**src/rtl/ex_muldiv.sv**
```systemverilog
// Multi-cycle multiply/divide unit for the EX stage.
// Produces a {HI,LO} result and stalls the pipeline while busy.
module ex_muldiv #(
    parameter int WIDTH = 32
) (
    input  logic               clk,
    input  logic               rst,
    input  logic               start_i,
    input  logic [2:0]         op_i,
    input  logic [WIDTH-1:0]   opdata1_i,
    input  logic [WIDTH-1:0]   opdata2_i,
    input  logic [2*WIDTH-1:0] hilo_i,
    input  logic               annul_i,
    output logic [2*WIDTH-1:0] result_o,
    output logic               ready_o,
    output logic               stall_o
);

    localparam int W2 = 2 * WIDTH;
    localparam int CW = (WIDTH > 1) ? $clog2(WIDTH) : 1;
    localparam logic [CW-1:0] LAST = CW'(WIDTH - 1);

    typedef enum logic [2:0] {
        IDLE,
        MUL,
        DIV_ON,
        DIV_ZERO,
        DONE
    } state_e;

    state_e            state_q, state_d;
    logic [2:0]        op_q, op_d;
    logic [WIDTH-1:0]  a_q, a_d;
    logic [WIDTH-1:0]  b_q, b_d;
    logic [W2-1:0]     hilo_q, hilo_d;
    logic [CW-1:0]     cnt_q, cnt_d;
    logic [WIDTH-1:0]  rem_q, rem_d;
    logic [WIDTH-1:0]  quot_q, quot_d;
    logic [W2-1:0]     result_q, result_d;

    logic              is_signed;
    logic              a_neg;
    logic              b_neg;
    logic [W2-1:0]     a_ext;
    logic [W2-1:0]     b_ext;
    logic [W2-1:0]     prod;
    logic [WIDTH-1:0]  dsr_mag;
    logic [WIDTH-1:0]  dvd_mag;
    logic [WIDTH:0]    shifted;
    logic [WIDTH:0]    diff;
    logic [WIDTH-1:0]  rem_nx;
    logic [WIDTH-1:0]  quot_nx;
    logic [WIDTH-1:0]  rem_fix;
    logic [WIDTH-1:0]  quot_fix;

    // Even op codes are the signed variants in both families.
    assign is_signed = ~op_q[0];
    assign a_neg     = is_signed & a_q[WIDTH-1];
    assign b_neg     = is_signed & b_q[WIDTH-1];

    assign a_ext = is_signed ? {{WIDTH{a_q[WIDTH-1]}}, a_q}
                             : {{WIDTH{1'b0}}, a_q};
    assign b_ext = is_signed ? {{WIDTH{b_q[WIDTH-1]}}, b_q}
                             : {{WIDTH{1'b0}}, b_q};
    assign prod  = a_ext * b_ext;

    assign dsr_mag = b_neg ? -b_q : b_q;
    assign dvd_mag = (~op_i[0] & opdata1_i[WIDTH-1]) ? -opdata1_i
                                                     : opdata1_i;

    // One restoring step: shift in the next dividend bit, try subtract.
    assign shifted = {rem_q, quot_q[WIDTH-1]};
    assign diff    = shifted - {1'b0, dsr_mag};
    assign rem_nx  = diff[WIDTH] ? shifted[WIDTH-1:0] : diff[WIDTH-1:0];
    assign quot_nx = {quot_q[WIDTH-2:0], ~diff[WIDTH]};

    assign quot_fix = (a_neg ^ b_neg) ? -quot_nx : quot_nx;
    assign rem_fix  = a_neg ? -rem_nx : rem_nx;

    always_comb begin
        state_d  = state_q;
        op_d     = op_q;
        a_d      = a_q;
        b_d      = b_q;
        hilo_d   = hilo_q;
        cnt_d    = cnt_q;
        rem_d    = rem_q;
        quot_d   = quot_q;
        result_d = result_q;
        unique case (state_q)
            IDLE: begin
                if (start_i && !annul_i) begin
                    op_d   = op_i;
                    a_d    = opdata1_i;
                    b_d    = opdata2_i;
                    hilo_d = hilo_i;
                    cnt_d  = '0;
                    rem_d  = '0;
                    quot_d = dvd_mag;
                    if (op_i == 3'd2 || op_i == 3'd3) begin
                        state_d = (opdata2_i == '0) ? DIV_ZERO : DIV_ON;
                    end else begin
                        state_d = MUL;
                    end
                end
            end
            MUL: begin
                if (annul_i || !start_i) begin
                    state_d = IDLE;
                end else begin
                    if (!op_q[2]) begin
                        result_d = prod;
                    end else if (op_q[1]) begin
                        result_d = hilo_q - prod;
                    end else begin
                        result_d = hilo_q + prod;
                    end
                    state_d = DONE;
                end
            end
            DIV_ON: begin
                if (annul_i || !start_i) begin
                    state_d = IDLE;
                end else begin
                    rem_d  = rem_nx;
                    quot_d = quot_nx;
                    cnt_d  = cnt_q + 1'b1;
                    if (cnt_q == LAST) begin
                        result_d = {rem_fix, quot_fix};
                        state_d  = DONE;
                    end
                end
            end
            DIV_ZERO: begin
                if (annul_i || !start_i) begin
                    state_d = IDLE;
                end else begin
                    result_d = {a_q, {WIDTH{1'b1}}};
                    state_d  = DONE;
                end
            end
            DONE: begin
                if (annul_i || !start_i) begin
                    state_d = IDLE;
                end
            end
            default: state_d = IDLE;
        endcase
    end

    always_ff @(posedge clk) begin
        if (rst) begin
            state_q  <= IDLE;
            op_q     <= '0;
            a_q      <= '0;
            b_q      <= '0;
            hilo_q   <= '0;
            cnt_q    <= '0;
            rem_q    <= '0;
            quot_q   <= '0;
            result_q <= '0;
        end else begin
            state_q  <= state_d;
            op_q     <= op_d;
            a_q      <= a_d;
            b_q      <= b_d;
            hilo_q   <= hilo_d;
            cnt_q    <= cnt_d;
            rem_q    <= rem_d;
            quot_q   <= quot_d;
            result_q <= result_d;
        end
    end

    assign result_o = result_q;
    assign ready_o  = (state_q == DONE);
    assign stall_o  = start_i & ~annul_i & ~ready_o;

endmodule

```
**config.mk**
```make
export PLATFORM = sky130hd
export DESIGN_NAME = ex_muldiv
export DESIGN_NICKNAME = d
export VERILOG_FILES = /design/src/rtl/ex_muldiv.sv
export SDC_FILE = /design/constraint.sdc
export NUM_CORES = 2
export LEC_CHECK = 0
export BUFFER_PORTS_ARGS = -buffer_cell sky130_fd_sc_hd__buf_2
export CORE_MARGIN = 5
export CORE_UTILIZATION = 25
export CTS_BUF_LIST = sky130_fd_sc_hd__clkbuf_4 sky130_fd_sc_hd__clkbuf_8 sky130_fd_sc_hd__clkbuf_16
export DETAILED_ROUTE_END_ITERATION = 12
export PLACE_DENSITY_LB_ADDON = 0.08
export SYNTH_ARGS = -nofsm -noshare
export SYNTH_HDL_FRONTEND = slang
export SYNTH_SLANG_ARGS = --single-unit
```
**constraint.sdc**
```tcl
create_clock -name clk -period 17.4 [get_ports clk]
set_input_delay 3.48 -clock clk [delete_from_list [all_inputs] [get_ports clk]]
set_output_delay 3.48 -clock clk [all_outputs]
set_load 0.005 [all_outputs]
```
==> results.py <==
metrics = {
    "worst_setup_path": {
        "reg2reg_slack_ns": 2.20,
        "critPathRequiredTime_ns": 17.91,
        "critPathKind": "register to register",
        "path_max_fanout": 21,
        "cpMostUsedCell": "fa_1",
        "reg2reg_depth": 44,
        "cp.arrival_ns": 15.71,
        "r2r_start": "b_q[3]",
        "worstSetupEndpointType": "register",
        "regToRegEndpoint": "result_o[60]",
        "crit_slowest_cell": "dfxtp_1",
        "crit_path_start_kind": "register",
        "cpPeakStageDelay_ns": 0.92,
    },
    "sta": {
        "maxClockFrequency_ghz": 0.0658,
        "finalCriticalPeriod_ns": 15.20,
        "slew_violations": 0,
        "tightest_slew_ns": 1.26,
        "skew_ns": 0.0385,
        "finalHoldViolations": 0,
        "rsz0062_at_grt": "no",
        "final.period_utilization_pct": 87.4,
        "finalSetupViolations": 0,
        "relSlewSlack_pct": 15.4,
        "fin_setup_tns_ns": 0,
    },
    "synth": {
        "synth-compound-area-share_pct": 10.9,
        "ys.flop_type": "dfxtp_1",
        "synthArstFlopShare_pct": 0,
        "synth_top_area_share_pct": 41.4,
        "ys_seq_elements": 267,
        "syn_nets": 10100,
        "yosysSeqAreaShare_pct": 7.70,
        "syn_inst": 8164,
        "synth_warnings": 0,
        "synthAdderAreaFrac_pct": 48.6,
        "synth_top_family_by_area": "adder cells",
        "synth.distinct_cells": 94,
        "synthMuxAreaShare_pct": 0.639,
        "synthTopCellsByArea": "fa_1, inv_1, dfxtp_1, ha_1, nand2_1",
        "synth_xor_area_share_pct": 4.36,
        "yosys.area_share.simple_pct": 16.6,
        "synth_area_leader_cell": "fa_1",
        "synth_edf_count": 0,
        "synthesis.area_um2": 69500,
        "synth_area_per_cell_um2": 8.51,
    },
    "placement": {
        "gp_congestion": 0.872,
        "place_inst": 11700,
        "port_buffers": 200,
        "hpwlAfterDp_um": 235000,
    },
    "route": {
        "drcViolationCount": 0,
        "vias_per_cell": 4.67,
        "vias": 55100,
        "antenna_left": 0,
        "first_pass_iters": 5,
        "wl_per_cell_um": 24.2,
        "wl_um": 286000,
        "drtIter0Drc": 3612,
    },
    "cts": {
        "clk_pin_slew_ns": 0.06,
        "cts_sinks": 267,
        "htreeDepth": 2,
        "cts.repair.resized": 0,
        "cts_tree": "done",
        "root_buffer": "clkbuf_16",
        "cts_buffer_depth": 3,
        "cts_made_buffers": 38,
        "post_cts_buffers": 0,
        "insertion_delay_ns": 0.62,
        "postCtsHoldBufs": 0,
    },
    "cells_and_area": {
        "area_growth_pct": 8.97,
        "layout_commonest_cell": "inv_1",
        "layout.cells.non_filler": 11800,
        "utilization_pct": 27.4,
        "layout_common_cells": "inv_1, fa_1, nand2_1",
        "post_route_cells_drive_above_1_share_pct": 5.91,
        "fin_nets": 10000,
    },
    "floorplan": {
        "die-width_um": 537,
        "coreArea_um2": 276000,
        "ios": 201,
        "start_util_pct": 25.1,
        "die_y_um": 537,
        "dieArea_um2": 288000,
        "rows": 193,
    },
    "grt": {
        "antenna_found_initial": 11,
        "grt_pass1_vias": 59500,
        "grt_pass1_wl_um": 422000,
        "grt_usage_pct": 19.8,
        "grt-ovfl-total": 0,
        "grt_max_degree": 84,
    },
    "hold_path": {
        "whs_path_depth": 2,
        "hold_end": "result_o[30]",
        "hp-class": "register to register",
        "hold_start": "result_o[30]",
    },
    "power": {
        "peakVddDrop_mv": 0.0666,
        "total_power_mw": 3.58,
        "leakagePower_nw": 35.9,
        "pwr_density_cell_nw_per_um2": 47.4,
    },
    "status": {
        "status": "finished, final reports clean",
    },
    "flow_run": {
        "cap_viol_max_count": 0,
    },
}
## critical path, delay by kind of cell, from the launching register on
kind	cells	cell delay (ns)
AO/OA/AOI/OAI	14	4.10
XOR/XNOR	2	0.90
adder cells (fa/ha/maj)	12	5.40
buffers and inverters	6	0.74
flip-flops	1	0.92
AND/OR/NAND/NOR	10	3.02
## power by group
part,switching (mW),internal [mW]
clock network,0.364,0.508
registers,0.0333,0.633
logic,1.35,0.697
total,1.75,1.84
## synth_stat cells (all sizes together) (137+ instances only)
cell       n
and2     564
o21ai    173
nand2   1062
dfxtp    267
inv     1604
nor2     367
fa      1435
xnor2    206
ha       401
clkbuf   403
xor2     137
a21oi    455
## final cells by class
type / count / area, um2
diodes: 7 / 17.5
repair buffers: 317 / 1890
fillers: 30000 / 201000
multi-input cells: 5830 / 56400
inverters: 1605 / 6030
clock buffers: 52 / 1110
well taps: 3705 / 4640
clock inverters: 15 / 219
flip-flops and latches: 267 / 5380
## routing by layer
metal	track usage [%]	up-vias	wire length [um]	share of wire, %
met5	0	-	0	0
met4	2.33	0	3990	1.4
met3	1.85	174	10600	3.7
met2	32.1	1137	129000	45
met1	29.4	28700	142000	50
li1	-	25100	-	-
## logic make-up (layout without fill, tap and decap cells)
| logic type | after synthesis | count (layout) |
|---|---|---|
| AO/OA/AOI/OAI | 1185 | 1185 |
| XOR/XNOR | 344 | 344 |
| adder cells (fa/ha/maj) | 1837 | 1837 |
| buffers and inverters | 2067 | 1989 |
| flip-flops | 267 | 267 |
| multiplexers | 43 | 43 |
| other | 0 | 7 |
| AND/OR/NAND/NOR | 2421 | 2421 |
## stage by stage
step | cell area (um2) | setup slack (ns) | hold WS, ns
after global placement | 74300 | 1.87 | 0.445
final | 75700 | 2.20 | 0.458
after CTS | 75700 | 1.94 | 0.457
after floorplan | 69500 | 4.92 | 0.436
after detailed placement | 74300 | 2.03 | 0.442
after global routing | 75700 | 1.48 | 0.480
## sequential cells by signal, summed over array words and instances (netlist names)
register and flops:
rem_q 32, hilo_q 64, quot_q 32, state_q 3, cnt_q 5, a_q 32, result_o 64, b_q 32
op_q 3
## worst max-delay path by stage
stage	endpoint	cells past startpoint	start	slack (ns)
floorplan	result_o[63]	44	op_q[0]	4.92
CTS	result_o[60]	44	b_q[3]	1.94
detailed placement	result_o[60]	44	b_q[3]	2.03
global placement	result_o[60]	43	a_q[24]	1.87
finish	result_o[60]	44	b_q[3]	2.20
global route	result_o[60]	44	b_q[3]	1.48
Power figures use the tool's default switching activity.
